$ cat src/rtl/portal_pipe_scheduler.sv
// portal_pipe_scheduler: round-robin arbiter that shares one outbound portal
// word channel between NREQ indication marshallers. A granted 144-bit message
// is latched and serialized as 32-bit words (header first, then payload),
// with out_last marking the final word of each message.
module portal_pipe_scheduler #(
    parameter int NREQ = 4,
    parameter int MAXW = 4
) (
    input  logic                CLK,
    input  logic                RST,
    input  logic [NREQ-1:0]     req_valid,
    input  logic [NREQ*144-1:0] req_data,
    output logic [NREQ-1:0]     req_ready,
    output logic                out_valid,
    output logic [31:0]         out_word,
    output logic                out_last,
    input  logic                out_ready,
    output logic                err_len,
    output logic [31:0]         msg_count
);

    localparam int KW = (MAXW > 1) ? $clog2(MAXW) : 1;
    localparam int PW = (NREQ > 1) ? $clog2(NREQ) : 1;

    typedef enum logic [0:0] {
        IDLE = 1'b0,
        EMIT = 1'b1
    } state_t;

    state_t          state_r;
    logic [127:0]    hold_r;      // method, portal and payload; len is not kept
    logic [KW-1:0]   k_r;
    logic [KW-1:0]   lastk_r;     // clamped length minus one
    logic [PW-1:0]   rr_r;

    logic            xfer_s;
    logic            last_xfer_s;
    logic            found_s;
    logic            grant_s;
    logic [PW-1:0]   win_s;
    logic [143:0]    sel_s;
    logic [15:0]     len_s;
    logic            bad_len_s;
    logic [KW-1:0]   sel_lastk_s;

    // Word j of a latched message body: j=0 is the header, j>0 is W(j-1).
    function automatic logic [31:0] word_at(input logic [127:0] body, input logic [KW-1:0] idx);
        logic [31:0] w;
        w = 32'd0;
        for (int j = 0; j < 4; j++) begin
            if (int'(idx) == j) begin
                w = body[127-32*j -: 32];
            end else begin
                w = w;
            end
        end
        return w;
    endfunction

    assign xfer_s      = out_valid && out_ready;
    assign last_xfer_s = xfer_s && out_last;

    // Round-robin search for the first valid requester starting at rr.
    always_comb begin
        found_s = 1'b0;
        win_s   = '0;
        for (int j = 0; j < NREQ; j++) begin
            logic [PW:0] cand;
            cand = {1'b0, rr_r} + (PW+1)'(j);
            if (cand >= (PW+1)'(NREQ)) begin
                cand = cand - (PW+1)'(NREQ);
            end else begin
                cand = cand;
            end
            if (!found_s && req_valid[cand[PW-1:0]]) begin
                found_s = 1'b1;
                win_s   = cand[PW-1:0];
            end else begin
                found_s = found_s;
            end
        end
    end

    // Grant decision, winner selection, length clamp and error flag.
    always_comb begin
        grant_s     = !RST && found_s && ((state_r == IDLE) || last_xfer_s);
        sel_s       = req_data[144*win_s +: 144];
        len_s       = sel_s[15:0];
        bad_len_s   = (len_s == 16'd0) || (len_s > 16'(MAXW));
        req_ready   = '0;
        if (grant_s) begin
            req_ready[win_s] = 1'b1;
        end else begin
            req_ready = '0;
        end
        if (len_s == 16'd0) begin
            sel_lastk_s = '0;
        end else if (len_s > 16'(MAXW)) begin
            sel_lastk_s = KW'(MAXW - 1);
        end else begin
            sel_lastk_s = KW'(len_s - 16'd1);
        end
        err_len = grant_s && bad_len_s;
    end

    // Message FSM: latch on grant, serialize words, count completed messages.
    always_ff @(posedge CLK) begin
        if (RST) begin
            state_r   <= IDLE;
            out_valid <= 1'b0;
            out_word  <= 32'd0;
            out_last  <= 1'b0;
            hold_r    <= 128'd0;
            k_r       <= '0;
            lastk_r   <= '0;
            rr_r      <= '0;
            msg_count <= 32'd0;
        end else begin
            if (last_xfer_s) begin
                msg_count <= msg_count + 32'd1;
            end else begin
                msg_count <= msg_count;
            end
            if (grant_s) begin
                state_r   <= EMIT;
                out_valid <= 1'b1;
                hold_r    <= sel_s[143:16];
                k_r       <= '0;
                lastk_r   <= sel_lastk_s;
                out_word  <= sel_s[143:112];
                out_last  <= (sel_lastk_s == '0);
                rr_r      <= (win_s == PW'(NREQ - 1)) ? '0 : win_s + PW'(1);
            end else if (last_xfer_s) begin
                state_r   <= IDLE;
                out_valid <= 1'b0;
                out_word  <= 32'd0;
                out_last  <= 1'b0;
                k_r       <= '0;
            end else if (xfer_s) begin
                k_r       <= k_r + KW'(1);
                out_word  <= word_at(hold_r, k_r + KW'(1));
                out_last  <= ((k_r + KW'(1)) == lastk_r);
            end else begin
                state_r   <= state_r;
                out_valid <= out_valid;
                out_word  <= out_word;
                out_last  <= out_last;
                k_r       <= k_r;
            end
        end
    end

endmodule
$ cat config.mk
export PLATFORM = sky130hd
export DESIGN_NAME = portal_pipe_scheduler
export DESIGN_NICKNAME = d
export VERILOG_FILES = /design/src/rtl/portal_pipe_scheduler.sv
export SDC_FILE = /design/constraint.sdc
export NUM_CORES = 1
export LEC_CHECK = 0
export ABC_CLOCK_PERIOD_IN_PS = 5400
export BUFFER_PORTS_ARGS = -buffer_cell sky130_fd_sc_hd__buf_2
export CORE_AREA = 2 2 256 258
export DETAILED_ROUTE_END_ITERATION = 6
export DIE_AREA = 0 0 258 260
export SYNTH_ARGS = -nofsm -noshare
export SYNTH_HDL_FRONTEND = slang
export SYNTH_SLANG_ARGS = --single-unit
export TNS_END_PERCENT = 30
$ cat constraint.sdc
create_clock -name CLK -period 5.4 [get_ports CLK]
set_input_delay 0.27 -clock CLK [delete_from_list [all_inputs] [get_ports CLK]]
set_output_delay 0.27 -clock CLK [all_outputs]
set_load 0.01 [all_outputs]
### Word-level counts from Yosys, hierarchy flattened

Index checks and enable logic that the tools add are counted.

* $add $sub $neg: 11
* multiply operators: 1
* magnitude comparators: 11
* eq/ne operators: 5
* shifts and indexed selects: 1
* mux-type cells: 38
* bitwise logic cells: 1
* reduce and logical (&&, ||, !) cells: 21

Operators by type and width (count)
* $shiftx A576 B11 Y144: 1
* $mux W32: 7
* $add A32 B1 Y32 const B: 1
* $mux W2: 11
* $gt A16 B3 Y1 const B: 1
* $logic_not A16 Y1: 1
* $lt A2 B3 Y1 const B: 5
* $mux W1: 14
* $sub A2 B1 Y2 const B: 5
* $ge A3 B3 Y1 const B: 3
* $logic_and A1 B1 Y1: 9
* $bmux W1 S2: 4
* $add A2 B2 Y3 const B: 2
* $eq A2 B2 Y1 const B: 3
* $mul A4 B2 Y6 const A: 1
* $add A2 B1 Y2 const B: 2
* $logic_not A1 Y1: 4
* $logic_not A2 Y1: 2
* $mux W4: 1
* $add A2 B1 Y3 const B: 1
* $ge A2 B3 Y1 const B: 1
* $reduce_bool A3 Y1: 1
* $reduce_or A3 Y1: 1
* $demux W1 S2: 1
* other kinds (6): 7

* register bits after elaboration: 200
* input port bits: 583
* word-level logic and storage cells: 97

### Longest topological paths before layout

* depth after elaboration: 21
* depth in mapped cells: 14

### Least setup slack after synthesis

No wires, ideal clock.

* path type: input-to-output
* start: input req_valid[2]
* end: output err_len
* data arrival time: 2.338 ns
* data required time: 5.130 ns
* path slack: 2.792 ns
* cell stages on the path: 12
* cells stage by stage: nor2b_1 -> a21o_1 -> a221oi_2 -> buf_4 -> buf_6 -> buf_4 -> buf_2 -> o21ai_0 -> ha_1 -> nand2b_1 -> a2bb2oi_1 -> a31oi_1

* longest elaborated chain between the ends: 17
* elaborated cells on any way between the ends: 30
* those cells by class: 1 x mul; 1 x order compare; 1 x shift; 16 x mux; 11 x reduce/logical

Ends and longest elaborated chain
* start, declared: line 11 `input logic [NREQ-1:0] req_valid,`
* $bmux W1 S2: line 75 `if (!found_s && req_valid[cand[PW-1:0]]) begin`
* $mux W1 (implied by the code): line 75
* $mux W1: line 75
* $logic_not A1 Y1: line 75
* $logic_and A1 B1 Y1: line 75
* $mux W1: line 75
* $logic_not A1 Y1: line 75
* $logic_and A1 B1 Y1: line 75
* $mux W1: line 75
* $logic_not A1 Y1: line 75
* $logic_and A1 B1 Y1: line 75
* $mux W2: line 75
* $mul A4 B2 Y6: line 87 `sel_s = req_data[144*win_s +: 144];`
* $shiftx A576 B11 Y144: line 87
* $gt A16 B3 Y1 or $logic_not A16 Y1 (tied branches): line 89 `bad_len_s = (len_s == 16'd0) || (len_s > 16'(MAXW));`
* $logic_or A1 B1 Y1: line 89
* $logic_and A1 B1 Y1 (*): line 103 `err_len = grant_s && bad_len_s;`
* end, declared: line 18 `output logic err_len,`

Mark *: on every way between the ends. The rest lies on a longest branch, timed or not. The select of a mux whose other input is x is not followed.

### Worst setup path in the final report

* start: register rr_r[1]
* end: output err_len

* longest elaborated chain between the ends: 19
* elaborated cells on any way between the ends: 45
* those cells by class: 7 x add/sub; 1 x mul; 5 x order compare; 1 x shift; 20 x mux; 11 x reduce/logical

Ends and longest elaborated chain
* start, declared: line 34 `logic [PW-1:0] rr_r;`
* start signal, assigned: line 132 `rr_r <= (win_s == PW'(NREQ - 1)) ? '0 : win_s + PW'(1);`
* parallel branches: the longest is 18 deep, another holds $add A2 B1 Y3
* $logic_and A1 B1 Y1 (*): line 103

Every way passes the cells marked *. The select of a mux whose other input is x is not followed.

==> impl_metrics.json <==
{
  "status": "completed",
  "tns_ns": 0,
  "crit_path_end_kind": "output pin",
  "area_growth_pct": 34.9,
  "syn_nets": 2613,
  "worstHoldPathCells": 4,
  "maxCapViolations": 0,
  "viasPerCell": 4.53,
  "die_y_um": 260,
  "tritoncts": "done",
  "relSlewSlack_pct": 21.6,
  "arrival_ns": 3.45,
  "postCtsSetupRepairBufs": 0,
  "syn-cell-area_um2": 12600,
  "cts.sinks": 200,
  "r2r-end": "hold_r[87]",
  "routabilityCongestion": 0.859,
  "crit_path_max_fanout": 132,
  "ys_ff_latch": 200,
  "grt_usage_pct": 18.6,
  "start_kind": "flip-flop",
  "synth_top_area_share_pct": 31.8,
  "drive_gt1_share_pct": 28.4,
  "numCtsBuffers": 17,
  "core_um2": 64100,
  "r2r_start": "rr_r[1]",
  "top_level_ports": 654,
  "synth-seq-area-share_pct": 31.8,
  "drtAntennaViolNets": 0,
  "min_to": "state_r",
  "reg2reg_depth": 9,
  "period_needed_ns": 3.72,
  "clock_latency_ns": 0.50,
  "drc": 0,
  "regArea_um2": 4000,
  "postSynthAreaPerCell_um2": 6.23,
  "grt_pass1_wl_um": 92200,
  "multi_input_area_um2": 7860,
  "grt_max_degree": 163,
  "ctsRootBufferMaster": "clkbuf_16",
  "fp.dieW_um": 258,
  "yosysWarnings": 0,
  "row_count": 93,
  "worst_slew_pin_slew_ns": 1.17,
  "critPathRequiredTime_ns": 5.13,
  "hold_viol": 0,
  "postCtsHoldBufs": 0,
  "drt_iter0_drc": 1008,
  "clkTransAtPathRegs_ns": 0.09,
  "max_freq_mhz": 269,
  "drt-pass1-iter-count": 6,
  "synth_cell_type_count": 52,
  "pwr_density_cell_nw_per_um2": 299,
  "die_area_um2": 67100,
  "setup_violations": 0,
  "hp-start": "out_ready",
  "clockBufferDepth": 2,
  "grt_pass1_vias": 14300,
  "fin_crit_sh_pct": 68.9,
  "synth_top_cell_by_area": "dfxtp_1",
  "final_util_pct": 26.5,
  "rsz0062_at_grt": "no",
  "total_leakage_power_nw": 7.83,
  "drv_slew": 0,
  "r2r_slack_ns": 2.28,
  "netlist_instances": 2020,
  "post_cts_resized": 0,
  "grt_remaining_overflow": 0,
  "hold_path_class": "in -> reg",
  "synthFlopType": "dfxtp_1",
  "antenna_found_initial": 11,
  "dpl.hpwl_um": 50300,
  "synthTopCellsByArea": "dfxtp_1 (32%), nand2_1 (22%), nand3_1 (12%), o21ai_0 (9.0%), a21oi_1 (5.6%)",
  "wirelength_um": 65000,
  "synth_common_cells": "nand2_1 (728), nand3_1 (312), o21ai_0 (226)",
  "fillers": 7310,
  "ys_async_sr_fraction_pct": 0,
  "fin_ws_ns": 1.68,
  "holdWs_ns": 0.0776,
  "path_class": "reg -> out",
  "synth_edf_count": 0,
  "synth_most_common_cell": "nand2_1",
  "htreeDepth": 4,
  "nets": 3134,
  "max-vdd-ir-drop_v": 0.000191,
  "post-place-ws_ns": 2.14,
  "finalClockSkew_ns": 0.0194,
  "initial_utilization_pct": 19.6,
  "drt-wirelength-per-cell_um": 19.1,
  "portBuffers": 653,
  "dr_total_vias": 15400
}
layout by cell type, fill, tap and decap left out, drive strengths merged, types with 14 or more instances in the layout:
cell type	n
nand3	313
buf	671
xor2	21
nand2	728
inv	17
clkbuf	18
dfxtp	200
nor3	14
a22oi	32
a21oi	141
nor2	37
o21ai	233
nand3b	32
worst max-delay path: stages (launching register included):
cell and delay [ns]:
dfxtp_1 0.47, nand2_1 0.14, a211oi_2 0.34, nor2_4 0.19, inv_8 0.48, nand2_1 0.13, nand2_1 0.10, o21ai_0 0.08
ha_1 0.28, nand2b_1 0.17, a2bb2oi_1 0.16, a31oi_1 0.20, buf_2 0.17
stage by stage:
stage	std cells	cell area (um^2)	power, mW
final	3412	17000	5.07
after global placement	3377	16400	3.83
after global routing	3409	17000	5.47
after CTS	3409	17000	5.19
after floorplan	2020	12600	3.02
after detailed placement	3377	16400	3.84
flip-flops by register name (all words and copies together) (netlist names):
name and cells:
hold_r 128, state_r 1, rr_r 2, k_r 2
out_word 32, out_last 1, lastk_r 2, msg_count 32
kinds of logic after synthesis:
family | after synthesis | synth area share, %
AND/OR/NAND/NOR | 1172 | 40.3
AO/OA/AOI/OAI | 423 | 18.0
flip-flops | 200 | 31.8
buffers and inverters | 179 | 6.21
XOR/XNOR | 28 | 1.95
adder cells (fa/ha/maj) | 12 | 1.16
multiplexers | 6 | 0.636
cell type report:
| type | instances | share of cell area, % |
|---|---|---|
| Multi-Input combinational cell | 1641 | 46.3 |
| Sequential cell | 200 | 23.6 |
| Timing Repair Buffer | 671 | 20.2 |
| Tap cell | 855 | 6.30 |
| Clock buffer | 18 | 2.53 |
| Clock inverter | 14 | 0.789 |
| Inverter | 10 | 0.280 |
| Antenna cell | 3 | 0.0442 |
worst max-delay path by stage:
stage	endpoint	slack (ns)	start
global placement	err_len	2.18	rr_r[1]
CTS	err_len	1.57	rr_r[1]
global route	err_len	1.38	rr_r[1]
floorplan	err_len	2.79	req_valid[2]
finish	err_len	1.68	rr_r[1]
detailed placement	err_len	2.14	req_valid[2]
where the power goes:
group	leakage (nW)	total (mW)	internal (mW)	switching, mW
Sequential	1.64	1.89	1.68	0.208
Clock	0.281	1.32	0.611	0.706
Combinational	5.91	1.87	0.651	1.21
Total	7.83	5.07	2.94	2.13
routing by layer:
metal	vias up	share of wire (%)	track usage (%)
met5	-	0.088	0
met4	8	1.1	3.87
met3	40	5.7	3.91
met2	490	48	31.6
met1	7036	45	24.2
li1	7866	-	-
No activity file was read; power rests on OpenSTA's default activity.
